[src/rtl/fft_frame_loader.sv]
// Streaming complex-sample to parallel-frame loader for the FFT core.
// Two ping-pong banks: one fills from the stream while the other is presented.
module fft_frame_loader #(
    parameter int N = 8,
    parameter int W = 32
) (
    input  logic                      clk,
    input  logic                      rst_n,
    input  logic                      in_valid,
    output logic                      in_ready,
    input  logic signed [W:0]         in_re,
    input  logic signed [W:0]         in_im,
    input  logic                      in_last,
    output logic                      frame_valid,
    input  logic                      frame_ready,
    output logic [N-1:0][1:0][W:0]    x_out,
    output logic                      frame_err
);

    localparam int IW = (N > 2) ? $clog2(N) : 1;

    typedef logic [N-1:0][1:0][W:0] frame_t;

    frame_t [1:0] bank_q, bank_d;
    logic   [1:0] err_q, err_d;
    logic   [1:0] full_q, full_d;
    logic         wr_bank_q, wr_bank_d;
    logic         rd_bank_q, rd_bank_d;
    logic [IW-1:0] wr_idx_q, wr_idx_d;

    logic accept;
    logic consume;
    logic last_slot;
    logic close;

    assign in_ready    = !full_q[wr_bank_q];
    assign frame_valid = full_q[rd_bank_q];
    assign x_out       = bank_q[rd_bank_q];
    assign frame_err   = err_q[rd_bank_q];

    assign accept    = in_valid && in_ready;
    assign consume   = frame_valid && frame_ready;
    assign last_slot = (wr_idx_q == IW'(N - 1));
    assign close     = accept && (last_slot || in_last);

    always_comb begin
        bank_d    = bank_q;
        err_d     = err_q;
        full_d    = full_q;
        wr_bank_d = wr_bank_q;
        rd_bank_d = rd_bank_q;
        wr_idx_d  = wr_idx_q;

        if (accept) begin
            bank_d[wr_bank_q][wr_idx_q][0] = in_re;
            bank_d[wr_bank_q][wr_idx_q][1] = in_im;
            if (close) begin
                // Short frames are zero-padded so stale samples never leak.
                for (int k = 0; k < N; k++) begin
                    if (k > int'(wr_idx_q)) begin
                        bank_d[wr_bank_q][k] = '0;
                    end
                end
                err_d[wr_bank_q]  = !(last_slot && in_last);
                full_d[wr_bank_q] = 1'b1;
                wr_bank_d         = !wr_bank_q;
                wr_idx_d          = '0;
            end else begin
                wr_idx_d = wr_idx_q + 1'b1;
            end
        end

        // Close never targets the presented full bank, so both may apply.
        if (consume) begin
            full_d[rd_bank_q] = 1'b0;
            rd_bank_d         = !rd_bank_q;
        end
    end

    always_ff @(posedge clk or negedge rst_n) begin
        if (!rst_n) begin
            bank_q    <= '0;
            err_q     <= '0;
            full_q    <= '0;
            wr_bank_q <= 1'b0;
            rd_bank_q <= 1'b0;
            wr_idx_q  <= '0;
        end else begin
            bank_q    <= bank_d;
            err_q     <= err_d;
            full_q    <= full_d;
            wr_bank_q <= wr_bank_d;
            rd_bank_q <= rd_bank_d;
            wr_idx_q  <= wr_idx_d;
        end
    end

endmodule

[config.mk]
export PLATFORM = sky130hd
export DESIGN_NAME = fft_frame_loader
export DESIGN_NICKNAME = d
export VERILOG_FILES = /design/src/rtl/fft_frame_loader.sv
export SDC_FILE = /design/constraint.sdc
export NUM_CORES = 2
export LEC_CHECK = 0
export ABC_CLOCK_PERIOD_IN_PS = 2600
export BUFFER_PORTS_ARGS = -buffer_cell sky130_fd_sc_hd__clkbuf_2
export CAP_MARGIN = 25
export CORE_MARGIN = 2
export CORE_UTILIZATION = 29
export DETAILED_ROUTE_END_ITERATION = 10
export PLACE_DENSITY = 0.49
export SLEW_MARGIN = 20
export SYNTH_ARGS = -nofsm -noshare
export SYNTH_HDL_FRONTEND = slang
export SYNTH_SLANG_ARGS = --single-unit
[constraint.sdc]
create_clock -name clk -period 2.6 [get_ports clk]
set_clock_uncertainty 0.2 [all_clocks]
set_input_delay 0.26 -clock clk [delete_from_list [all_inputs] [get_ports clk]]
set_output_delay 0.26 -clock clk [all_outputs]
set_load 0.02 [all_outputs]
## Yosys cells after proc, flatten, opt, wreduce, memory -nomap -nowiden

Cells that the tools add are included.

- Register bits: 1065
- Input port bits: 71
- Output and inout port bits: 531
- Word-level logic and storage cells: 143

- Add/subtract/negate cells: 1
- Magnitude comparators: 13
- Eq/ne operators: 1
- Mux-type cells: 61
- Bitwise operators: 17
- Reduce and logical (&&, ||, !) cells: 13

Operator list:

| operator | number |
|---|---|
| $mux 1056 | 20 |
| $and 1056x1056->1056 | 7 |
| $not 1056->1056 | 7 |
| $demux 528 s1 | 9 |
| $mux 528 | 5 |
| $bwmux 1056 | 2 |
| $mux 462 | 1 |
| $demux 66 s3 | 2 |
| $mux 396 | 1 |
| $mux 330 | 1 |
| $mux 264 | 1 |
| $mux 198 | 1 |
| $mux 132 | 1 |
| $mux 66 | 1 |
| $mux 33 | 1 |
| $gt 3x3->1 const A | 4 |
| $mux 1 | 8 |
| $logic_and 1x1->1 | 7 |
| $gt 2x3->1 const A | 2 |
| $mux 2 | 3 |
| $logic_not 1->1 | 4 |
| $lt 1x2->1 const B | 2 |
| $lt 3x4->1 const B | 1 |
| $add 3x1->3 const B | 1 |
| other kinds (12) | 14 |

## Logic depth before layout (Yosys ltp)

- Word-level depth: 35
- Depth in mapped cells: 10
- Mapped depth without buffers: 6

## Worst setup path before layout

OpenSTA, ideal clock, no wires.

- Path kind: register to register
- Start point: register wr_idx_q[1]
- End point: register bank_q[462] in the netlist's numbering
- Setup time: 0.121 ns
- Data arrival time: 1.930 ns
- Required time: 2.279 ns
- Setup slack: 0.349 ns
- Stages on the path, launching flop included: 9
- Path buffers: 2
- Period minus slack after synthesis: 2.251 ns
- Cell sequence: dfrtp_1 ha_1 ha_1 nor2b_1 and2_1 o21ai_1 buf_2 clkbuf_1 a22o_1

- Cells in the longest elaborated chain, start to end: 35
- Elaborated cells between the ends (all ways): 49
- Classes of those cells: order compare: 9; eq/ne: 1; mux: 29; bitwise: 7; reduce/logical: 3

Ends and longest elaborated chain:

| element | line | RTL |
|---|---|---|
| start: declaration | 29 | `logic [IW-1:0] wr_idx_q, wr_idx_d;` |
| start signal: assignment | 94 | `wr_idx_q <= wr_idx_d;` |
| $lt 3x4->1 (not written as such) or $ge 3x1->1 (tied branches) | 55 | `bank_d[wr_bank_q][wr_idx_q][0] = in_re;` |
| $logic_and 1x1->1 (not written as such) | 55 |  |
| $mux 33 (not written as such) | 55 |  |
| $demux 66 s3 | 55 |  |
| $mux 528 (not written as such) | 55 |  |
| $demux 528 s1 | 55 |  |
| $bwmux 1056 | 55 |  |
| $bwmux 1056 | 56 | `bank_d[wr_bank_q][wr_idx_q][1] = in_im;` |
| (+19 left out) | -- |  |
| $mux 1056 | 54 | `if (accept) begin` |
| $and 1056x1056->1056 (no line) | -- |  |
| $mux 1056 | 60 | `if (k > int'(wr_idx_q)) begin` |
| $mux 1056 | 57 | `if (close) begin` |
| $mux 1056 | 54 |  |
| $and 1056x1056->1056 (no line) | -- |  |
| $mux 1056 | 60 |  |
| $mux 1056 (*) | 57 |  |
| end signal: assignment | 89 | `bank_q <= bank_d;` |
| end: declaration | 24 | `frame_t [1:0] bank_q, bank_d;` |

Every way passes the cells marked *; elsewhere a longest branch is shown, timed or not. The select of a mux whose other input is x is not followed.
A chain may end at the register's enable or synchronous reset.

==> results.md <==
* Die width at roughly 410 um
* Die ar. at between 0.15 and 0.2 mm2
* Top cell type by total area after synthesis: dfrtp_1
* Peak Freq at between 300 and 400 MHz
* Util after Layout at a little under two fifths
* Core Box Area at between 0.15 and 0.2 mm2
* Post-route clock period utilization at 110%
* # IOs at approximately 600
* Number of placement rows at around 150
* Post-Syn Instances at 4,484
* Crit path buf inv count at 4
* Syn_nets at ~4,600
* Clock Pin Slew Worst Setup and Hold Paths at 60 ps
* Area contributors post-synth: dfrtp_1 56%, mux2_2 16%, nand2_1 11%
* Slowest stage cell, crit path: dfrtp_4
* Max-slew violations at 0
* Largest net degree at the start of global routing at between 100 and 150
* Initial antenna violation count at 11
* Total CTS buffers at between 100 and 150
* Initial core utilization at 29.1%
* Seq/Total Area, Yosys at between 50% and 60%
* Post-synth top area share at 56.4%
* Crit-path cells: buf_12 > buf_16 > buf_12 > mux2_2 > clkbuf_2
* Gr usage total at 21.6%
* Pwr/cell area at approximately 1100 mW/mm2
* Clk sinks at 1,065
* Flops & latches, synth at around 1,100
* EDFF count, synth at 0
* TritonRoute pass-1 iters at 5
* Routed Antenna Nets at 0
* Crit path required time at around 2100 ps
* Yosys warnings at 0
* Family with the most delay on the worst path: buffers and inverters
* Max-slew headroom at between 40 and 50%
* Startpoint Class: register
* Crit path max fanout at 11
* Critical Path Stages at 5
* Worst Hold Class: input port to register
* TritonCTS clock tree: built
* DR WL/cell at between 20 and 30 um
* Mapped cell area at ~0.047 mm2
* R2r startpoint: wr_idx_q[0]
* Layout area overhead at 26.3%
* Share of cells above drive strength 1 at approximately a third
* Latest clock arrival within the worst-skew pair at just under 800 ps
* HPWL Detailed at ~120,000 um
* Routed vias/inst at 4.97
* Adder-cell area share of the yosys netlist at less than 1%
* Die Span Y at 408 um
* Worst setup startpoint: rd_bank_q
* Worst setup path class: register to output pin
* Met1 usage at between 20% and 30%
* Async SR Flop Fraction at between 90% and 100%
* Area after DPL at approximately 0.053 mm2
* Multi-input gate area at about 0.019 mm2
* Hold Vio Cnt, Final at 0
* CTS Root Cell: clkbuf_16
* Synth cell types at between 40 and 50
* Filler cells at ~16,000
* H-Tree Depth at 3
* WHS at 36.4 ps
* Post-synthesis simple-gate area fraction at a little under an eighth
* Initial DRC count at 2,994
* WL final at around 190,000 um
* Final setup margin at -263 ps
* Seq. cell area at around 0.027 mm2
* Final setup violation count at between 500 and 600
* Layout net count at about 5,100
* Total gr overflow at 0
* # port buffers at 601
* Post-synthesis mux area share at 15.8%
* Placed cells at 6,993
* Critical path's largest stage delay at roughly 460 ps
* Cell with the most instances after synthesis: nand2_1
* GRT met2 Usage at roughly a third
* Setup TNS at -88,890 ps
* Met3 usage at under 10%
* Capturing point of the worst reg2reg path: bank_q[1005]
* Via count at 36,400
* Failing checks: negative setup slack
* Vias in the first global route at ~36,000
* Compound-Gate Fraction of Synth Area at between 10% and 20%
* GR peak layer: met2
* Worst slew pin tran at between 800 and 900 ps
* Lkg Pwr at between 20 and 30 nW
* Longest Clk Path Bufs at 3
* First-pass GRT wire length at ~270,000 um
* Synth Flop Type: dfrtp_1
* Remaining DRCs at 0
* RSZ-0062 raised after global routing: true
* Design Area, Final at 0.0597 mm2
* Post-Layout Cell Count at between 7,000 and 8,000
* Worst R2R Setup Slack at between 100 and 150 ps
* Status: complete, but fails checks
* XOR/XNOR Fraction of Synth Area at 0%
* Top cell by count, worst path: buf_12
* Hold wc startpoint: in_re[0]
* Worst setup EP type: output pin
* Max-cap violation count at 0
* Worst setup endpoint: x_out[143]
* Syn_area_per_cell at roughly 11 um2
* GPL Wtd Cong at a little under 0.8
* Synth cell count leaders: 1,337 x nand2_1, 1,065 x dfrtp_1, 663 x mux2_2
* Tmin final at 2860 ps
* Cells on worst reg2reg path at 8
* Largest family of logic cells by synthesized area: multiplexers
* Crit path DAT at between 2000 and 2500 ps
* Maximum VDD drop at around 700 uV
==> stage by stage <==
| step | total power, mW | setup WS, ps |
|---|---|---|
| floorplan | 38.6 | 349 |
| global placement | 47.6 | -122 |
| detailed placement | 47.9 | 133 |
| CTS | 67.2 | -352 |
| global route | 70.6 | -342 |
| finish | 67.4 | -263 |
==> timing repair <==
item | CTS | global route
setup endpoints to repair | 530 | 529
gates cloned | 10 | 9
buffers inserted | 9 | 4
endpoints found under the hold margin | 1910 | 0
hold buffers | 72 | 0
gates resized for setup | 121 | 151
==> state kept, by name, summed over array words and instances (netlist names) <==
| name | count |
|---|---|
| wr_idx_q | 3 |
| err_q | 2 |
| rd_bank_q | 1 |
| bank_q | 1056 |
| wr_bank_q | 1 |
| full_q | 2 |
==> cells in the final DEF (no fill, tap or decap), drive strengths merged, types with 5 or more instances in the layout <==
| cell type | count |
|---|---|
| clkinv | 21 |
| clkinvlp | 5 |
| nand2 | 1337 |
| dlygate4sd3 | 72 |
| mux2 | 663 |
| inv | 7 |
| and2 | 9 |
| buf | 230 |
| nor2 | 14 |
| nor3 | 6 |
| a21oi | 662 |
| a22o | 263 |
| dfrtp | 1065 |
| clkbuf | 733 |
| o21ai | 6 |
| nor2b | 7 |
| bufinv | 6 |
==> area by class of cell <==
| type | instances | share of cell area (%) |
|---|---|---|
| flip-flops and latches | 1065 | 44.7 |
| well taps | 2175 | 4.56 |
| clock buffers | 184 | 6.01 |
| clock inverters | 36 | 0.767 |
| inverters | 3 | 0.0189 |
| diodes | 3 | 0.0126 |
| repair buffers | 851 | 11.9 |
| multi-input cells | 3002 | 32.1 |
==> per-layer routing <==
layer | share of wire [%] | routed length (um) | up-vias
met4 | 3.4 | 6310 | 4
met1 | 43 | 80500 | 18600
met5 | 0.011 | 21 | -
met2 | 47 | 87100 | 1140
li1 | - | - | 16400
met3 | 6.0 | 11200 | 244
==> worst reg2reg max path: stages, from the launching register on <==
cell and delay [ps]:
dfrtp_1 350, ha_1 150, ha_1 160, nor2b_1 60, and2_1 190, nor3b_4 580
buf_8 240, buf_12 230, a22o_1 220
==> worst min path at each step <==
stage                        to  slack, ps  cells past startpoint
floorplan             bank_q[0]       -240                      0
global placement    bank_q[915]         10                      1
detailed placement  bank_q[915]         10                      1
CTS                 bank_q[924]          5                      3
global route        bank_q[330]         20                      3
finish              bank_q[924]         40                      3
==> cell families (layout without fill, tap and decap cells) <==
kind of cell             Yosys count  in the layout
AO/OA/AOI/OAI                    942            942
AND/OR/NAND/NOR                 1391           1391
adder cells (fa/ha/maj)            4              4
other                              0              3
buffers and inverters            417           1074
multiplexers                     665            665
flip-flops                      1065           1065
==> power breakdown <==
part | internal (mW) | switching (mW) | leakage, nW | total, mW
Sequential | 21.2 | 2.25 | 14.4 | 23.5
Combinational | 11.5 | 14.9 | 11.6 | 26.5
Clock | 10.1 | 7.31 | 1.97 | 17.4
Note: power is estimated with default switching activity, not from simulation.
